$ cat src/rtl/cic_pkg.sv
// Shared CIC definitions: oversampling-select encoding and its mapping to log2(R).
package cic_pkg;

  localparam logic [2:0] OS_NONE = 3'b000;
  localparam logic [2:0] OS_2    = 3'b001;
  localparam logic [2:0] OS_4    = 3'b010;
  localparam logic [2:0] OS_8    = 3'b011;
  localparam logic [2:0] OS_16   = 3'b100;
  localparam logic [2:0] OS_32   = 3'b101;
  localparam logic [2:0] OS_64   = 3'b110;

  localparam int MAX_OS_LOG2 = 6;

  // 3'b111 is unused and treated like OS_NONE (no decimation).
  function automatic logic [2:0] os_to_log2(input logic [2:0] os_sel);
    return (os_sel >= OS_2 && os_sel <= OS_64) ? os_sel : 3'd0;
  endfunction

endpackage

$ cat src/rtl/cic_comb_stage.sv
// One CIC comb (differentiator) stage: y = x - x_prev, delay register advances on strobe only.
module cic_comb_stage #(
  parameter int W = 23
) (
  input  logic         clk,
  input  logic         reset_n,
  input  logic         strobe,
  input  logic         clear,
  input  logic [W-1:0] x_in,
  output logic [W-1:0] y_out
);

  logic [W-1:0] x_prev;

  always_ff @(negedge clk or negedge reset_n) begin
    if (!reset_n) begin
      x_prev <= '0;
    end else if (clear) begin
      x_prev <= '0;
    end else if (strobe) begin
      x_prev <= x_in;
    end
  end

  // Modulo-2^W subtraction; integrator wrap cancels out here.
  assign y_out = x_in - x_prev;

endmodule

$ cat src/rtl/cic_comb_decimator.sv
// CIC back end: decimate by 2^os, NSTAGE combs at the low rate, round and rescale by R^NSTAGE,
// saturate to ODW bits. All flops run on the falling edge, matching the integrator chain.
module cic_comb_decimator
  import cic_pkg::*;
#(
  parameter int IDW    = 23,
  parameter int ODW    = 16,
  parameter int NSTAGE = 1
) (
  input  logic           clk,
  input  logic           reset_n,
  input  logic [2:0]     os_sel,
  input  logic [IDW-1:0] data_in,
  output logic [ODW-1:0] data_out,
  output logic           data_valid,
  output logic           sat_flag
);

  localparam int SHW = 5;
  localparam int PW  = 3;
  localparam logic signed [IDW:0] SAT_HI = (IDW+1)'((64'sd1 <<< (ODW-1)) - 64'sd1);
  localparam logic signed [IDW:0] SAT_LO = ~SAT_HI;

  if (NSTAGE < 1 || NSTAGE > 4) begin : g_bad_nstage
    $error("cic_comb_decimator: NSTAGE must be 1..4");
  end
  if (IDW < ODW + MAX_OS_LOG2 * NSTAGE) begin : g_bad_width
    $error("cic_comb_decimator: IDW too small for ODW + 6*NSTAGE bit growth");
  end

  logic [2:0]            os_q;
  logic                  os_chg;
  logic [2:0]            os_log2;
  logic [SHW-1:0]        shift;
  logic [6:0]            r_m1;
  logic [5:0]            cnt;
  logic                  strobe;
  logic [PW-1:0]         prime;
  logic [IDW-1:0]        comb_x [NSTAGE+1];
  logic signed [IDW:0]   comb_ext;
  logic signed [IDW:0]   rnd;
  logic signed [IDW:0]   rounded;
  logic signed [IDW:0]   scaled;
  logic signed [ODW-1:0] sat_val;
  logic                  clamped;

  assign os_chg  = (os_q != os_sel);
  assign os_log2 = os_to_log2(os_q);
  assign shift   = SHW'(os_log2) * SHW'(NSTAGE);
  assign r_m1    = (7'd1 << os_log2) - 7'd1;
  // A strobe landing on an os change belongs to the old ratio and is dropped.
  assign strobe  = (cnt == r_m1[5:0]) && !os_chg;

  assign comb_x[0] = data_in;

  for (genvar i = 0; i < NSTAGE; i++) begin : g_comb
    cic_comb_stage #(.W(IDW)) u_stage (
      .clk    (clk),
      .reset_n(reset_n),
      .strobe (strobe),
      .clear  (os_chg),
      .x_in   (comb_x[i]),
      .y_out  (comb_x[i+1])
    );
  end

  assign comb_ext = $signed({comb_x[NSTAGE][IDW-1], comb_x[NSTAGE]});
  assign rnd      = (shift == '0) ? '0 : $signed((IDW+1)'(1) << (shift - SHW'(1)));
  assign rounded  = comb_ext + rnd;
  assign scaled   = rounded >>> shift;

  always_comb begin
    sat_val = scaled[ODW-1:0];
    clamped = 1'b0;
    if (scaled > SAT_HI) begin
      sat_val = SAT_HI[ODW-1:0];
      clamped = 1'b1;
    end else if (scaled < SAT_LO) begin
      sat_val = SAT_LO[ODW-1:0];
      clamped = 1'b1;
    end
  end

  always_ff @(negedge clk or negedge reset_n) begin
    if (!reset_n) begin
      os_q       <= OS_NONE;
      cnt        <= '0;
      prime      <= PW'(NSTAGE);
      data_out   <= '0;
      data_valid <= 1'b0;
      sat_flag   <= 1'b0;
    end else begin
      os_q       <= os_sel;
      data_valid <= 1'b0;
      sat_flag   <= 1'b0;
      if (os_chg) begin
        cnt   <= '0;
        prime <= PW'(NSTAGE);
      end else if (strobe) begin
        cnt <= '0;
        // Comb pipeline must fill before its output means anything.
        if (prime != '0) begin
          prime <= prime - PW'(1);
        end else begin
          data_out   <= sat_val;
          data_valid <= 1'b1;
          sat_flag   <= clamped;
        end
      end else begin
        cnt <= cnt + 6'd1;
      end
    end
  end

endmodule
$ cat config.mk
export PLATFORM = sky130hd
export DESIGN_NAME = cic_comb_decimator
export DESIGN_NICKNAME = d
export VERILOG_FILES = /design/src/rtl/cic_pkg.sv /design/src/rtl/cic_comb_stage.sv /design/src/rtl/cic_comb_decimator.sv
export SDC_FILE = /design/constraint.sdc
export NUM_CORES = 1
export LEC_CHECK = 0
export ABC_AREA = 1
export ABC_CLOCK_PERIOD_IN_PS = 7460
export BUFFER_PORTS_ARGS = -buffer_cell sky130_fd_sc_hd__buf_4
export CAP_MARGIN = 20
export CORE_MARGIN = 2
export CORE_UTILIZATION = 30
export CTS_CLUSTER_DIAMETER = 120
export CTS_CLUSTER_SIZE = 14
export DETAILED_ROUTE_END_ITERATION = 10
export SLEW_MARGIN = 20
export SYNTH_ARGS = -nofsm -noshare
export SYNTH_HDL_FRONTEND = slang
export SYNTH_SLANG_ARGS = --single-unit
$ cat constraint.sdc
create_clock -name clk -period 7.46 [get_ports clk]
set_input_delay 1.119 -clock clk [delete_from_list [all_inputs] [get_ports clk]]
set_output_delay 1.119 -clock clk [all_outputs]
set_load 0.05 [all_outputs]
==> impl_summary.md <==
Timing
The final max-slew violation count was 0. On the final layout, the worst clock skew is 52.6 ps. The transition time of the tightest slew-check pin is around 830 ps. The final number of hold-violating endpoints is 0. Headroom to the max-slew limit came out at 44.6%. Setup repair after global routing could not meet its margin everywhere. The minimum setup slack in the final design is -1310 ps. Setup violations remaining at the end of the flow were counted as 17.

Clock tree
After clock tree synthesis, the clock-pin slew on the worst setup and hold paths is 50 ps. The later pin in the worst-skew pair is clocked with a latency of ~370 ps. CTS placed an instance of sky130_fd_sc_hd__clkbuf_16 at the clock tree root. The TritonCTS clock tree is done. The count of clock tree sinks is between 50 and 60. The CTS buffer count is 5. The level count of the clock H-tree is 2.

Counting along the longest clock path gives a buffer depth of 2.

Floorplan
The cell row count is 51. The effective utilization at floorplan is 30.6%. The total area inside the core boundary comes to 0.0195 mm2. The number of I/O pins is 46. The horizontal die dimension is roughly 140 um. The total die area is ~0.021 mm2. Measured along the y axis, the die boundary spans ~140 um.

GRT
The overflow left after global routing is 0. The total global routing track utilization is 15.8%. The first global-routing pass estimated 27.9 mm of wire. Entering global routing, the biggest net connects 54 pins.

The initial antenna violation count is 0. The number of global-route vias before repair is 6,172.

Critical path
The number of cells on the worst reg-to-reg path is 33. At the worst endpoint, the arrival time is 5210 ps. The startpoint of the lowest-slack register-to-register path is g_comb[0].u_stage.x_prev[0]. The end of the critical path is data_out[13]. In this design, the stage delay of the slowest critical-path cell is around 340 ps. For the worst setup path, the data required time is roughly 3900 ps. The kind of launch point of the worst setup path is an input port.

The critical path starts at data_in[0]. The worst flop-to-flop path endpoint is data_out[13]. The slowest library cell on the worst path is sky130_fd_sc_hd__ha_1. The worst setup path is of the input port to flop kind. The setup slack of the worst register-to-register path is 2910 ps.

The worst-path maximum fanout is 7. STA classifies the critical path endpoint as a flop.

Synth
During synthesis, Yosys emitted a total of 0 warnings. In this run the biggest area consumer among cell types represents 21.8% of the synthesized area. Among all flip-flop cells after synthesis, the most frequent one is sky130_fd_sc_hd__dfrtn_1.

Synthesis produced 950 cells. The most common cell in the synthesized netlist is sky130_fd_sc_hd__nand2_1. After synthesis, the share of flip-flops with an asynchronous set or reset is 100%. Counting flops and latches in the post-synthesis netlist gives 53. The proportion of synthesized chip area in sequential cells is 22.3%.

By count the netlist is led by 305 x sky130_fd_sc_hd__nand2_1, 150 x sky130_fd_sc_hd__inv_1, 68 x sky130_fd_sc_hd__nand3_1. In this run the mean area of a mapped cell was 6.27 um2. The cell accounting for the most synthesized area is sky130_fd_sc_hd__dfrtn_1. The synthesized netlist occupies a cell area of ~0.0060 mm2. The number of enable-type register cells in the synthesized netlist is 0. Sorting the synthesized cells by area gives the leading types as sky130_fd_sc_hd__dfrtn_1 22%, sky130_fd_sc_hd__nand2_1 19%, sky130_fd_sc_hd__ha_1 10%. The synthesized netlist contains between 40 and 50 unique library cells.

Final layout
The signed area change from the synthesized netlist to the final layout is 38.1%. The number of nets at the end of the flow is 1,234. Once layout is complete, the utilization of the core stands at 42.3%. The repair_antennas step left the layout with diodes totalling 0. After routing the design area is 0.00823 mm2. In the final layout, the share of cells above drive strength 1 is 26.9%.

Detailed routing
The total DRC errors in the routed layout is 0. The number of vias in the routed layout is 6,330. In this run the remaining antenna-violating nets after routing total 0.

Using the TritonRoute via totals, the vias-per-cell ratio works out to 4.45. The average wire per cell in the routed design is approximately 11 um. For this block, the initial DRC count from the detailed router was 292. After detailed routing, the total wire length is between 15 and 20 mm.

The first-pass iteration count of the detailed router is 4.

Status
The final reports fail on negative setup slack. The flow ran to the end, but the final reports show violations.

Power and ir drop
The analysis attributes to cell leakage a power of roughly 4.4 nW. The power per standard cell area is roughly 160 mW/mm2. The worst supply voltage drop on vdd is between 0.00008 and 0.00009 V.

Overall power consumption after layout is estimated at about 1.3 mW.

Placement
At the end of routability-driven placement, the weighted congestion stood at between 0.9 and 1. The placed standard-cell area is 0.00759 mm2. The post-DP HPWL is 12.8 mm. The number of buffers added on ports is 45.

Min path
The min-delay analysis places its worst path in the category flop to flop.

Run
The number of max-cap violations is 0.
[state kept, by name (all words and copies together) (netlist names)]
| register | count |
|---|---|
| g_comb.u_stage.x_prev | 23 |
| data_valid | 1 |
| prime | 3 |
| data_out | 16 |
| cnt | 6 |
| sat_flag | 1 |
| os_q | 3 |
[cell usage in the layout, fill, tap and decap left out, types with 2 or more instances in the layout]
master                      synthesis  routed
sky130_fd_sc_hd__a21boi_2           0       2
sky130_fd_sc_hd__a21oi_2            8      13
sky130_fd_sc_hd__dfrtn_1           52      52
sky130_fd_sc_hd__inv_2              5       7
sky130_fd_sc_hd__buf_12             0       2
sky130_fd_sc_hd__ha_1              49      47
sky130_fd_sc_hd__xor2_2             0       2
sky130_fd_sc_hd__nor2_1            61      47
sky130_fd_sc_hd__conb_1             1      17
sky130_fd_sc_hd__o22ai_1            2       2
sky130_fd_sc_hd__nand2_2            4      22
sky130_fd_sc_hd__a31oi_1            7       6
sky130_fd_sc_hd__o211ai_1           6       6
sky130_fd_sc_hd__nor2_4             2       4
sky130_fd_sc_hd__o21ai_2            0       4
sky130_fd_sc_hd__nand3_1           68      59
sky130_fd_sc_hd__inv_1            150     147
sky130_fd_sc_hd__o21ai_0           61      57
sky130_fd_sc_hd__buf_4              2     197
sky130_fd_sc_hd__nand2_1          305     286
sky130_fd_sc_hd__clkbuf_16          0       6
sky130_fd_sc_hd__xor2_1            25      23
sky130_fd_sc_hd__or2_2              8       8
sky130_fd_sc_hd__mux2i_1            3       3
sky130_fd_sc_hd__nor3b_1            2       2
sky130_fd_sc_hd__nand3_2            0       9
sky130_fd_sc_hd__a21oi_1           46      41
sky130_fd_sc_hd__or2_1              8       8
sky130_fd_sc_hd__nor2_2             0      12
sky130_fd_sc_hd__inv_4              0       3
sky130_fd_sc_hd__xnor2_1           20      20
sky130_fd_sc_hd__nand4_1           11      11
sky130_fd_sc_hd__ha_4               0       2
sky130_fd_sc_hd__nand2_4            1       2
sky130_fd_sc_hd__o21bai_1           4       3
[metrics by stage]
stage	setup WS [ps]	setup TNS [ps]	hold WS, ps	cells
2_1_floorplan	-1350	-21170	391	966
3_3_place_gp	-1860	-30570	418	1379
3_5_place_dp	-1890	-30810	427	1379
4_1_cts	-1340	-21590	428	1414
5_1_grt	-1670	-27050	458	1421
6_report	-1310	-21030	416	1421
[cell type report]
class / instances / area (um2)
fill: 2085 / 11200
multi-input combinational: 738 / 4260
timing repair buffer: 202 / 1570
sequential: 53 / 1330
inverter: 154 / 593
tap: 265 / 332
clock buffer: 5 / 125
clock inverter: 4 / 20.0
[power by group]
group	total, mW	internal [mW]	switching [mW]
Combinational	0.730	0.311	0.420
Sequential	0.310	0.303	0.00763
Clock	0.245	0.125	0.120
[per-layer routing]
metal / vias up / global-route usage (%) / share of wire [%]
li1: 3405 / - / -
met1: 2835 / 19.4 / 46
met2: 71 / 29.2 / 50
met3: 19 / 2.08 / 2.2
met4: 0 / 3.27 / 1.4
met5: - / 0 / 0
[cell families (layout without fill, tap and decap cells)]
| kind of cell | count (synthesis) | in the layout | share of synthesized area, % |
|---|---|---|---|
| xor+xnor | 45 | 45 | 6.62 |
| fa+ha+maj | 51 | 51 | 11.0 |
| simple gates | 480 | 480 | 34.4 |
| mux | 3 | 3 | 0.504 |
| compound gates | 142 | 142 | 13.7 |
| other cells | 1 | 17 | 0.0630 |
| flops | 53 | 53 | 22.3 |
| buf+inv | 175 | 365 | 11.5 |
[worst max-delay path, delay by kind of cell]
family,cells,cell delay [ps]
adders and majority gates,3,800
AOI/OAI and AO/OA,2,270
and+or+nand+nor,18,1700
xor gates and xnor gates,1,80
buffers and inverters,11,1220
[how the worst min path moves through the flow]
| stage | from | to | slack (ps) | cells after the start |
|---|---|---|---|---|
| final | cnt[0] | cnt[0] | 420 | 1 |
| after global routing | cnt[0] | cnt[0] | 460 | 1 |
| after CTS | cnt[0] | cnt[0] | 430 | 1 |
| after detailed placement | cnt[0] | cnt[0] | 430 | 1 |
| after global placement | cnt[0] | cnt[0] | 420 | 1 |
| after floorplan | cnt[0] | cnt[0] | 390 | 1 |
[repair_timing]
item | CTS | global route
gates resized for setup | 15 | 52
setup endpoints to repair | 17 | 17
pin swaps | 26 | 30
buffers inserted | 26 | 7
hold buffers | 0 | 0
gates cloned | 1 | 0
No activity file was read; power rests on OpenSTA's default activity.
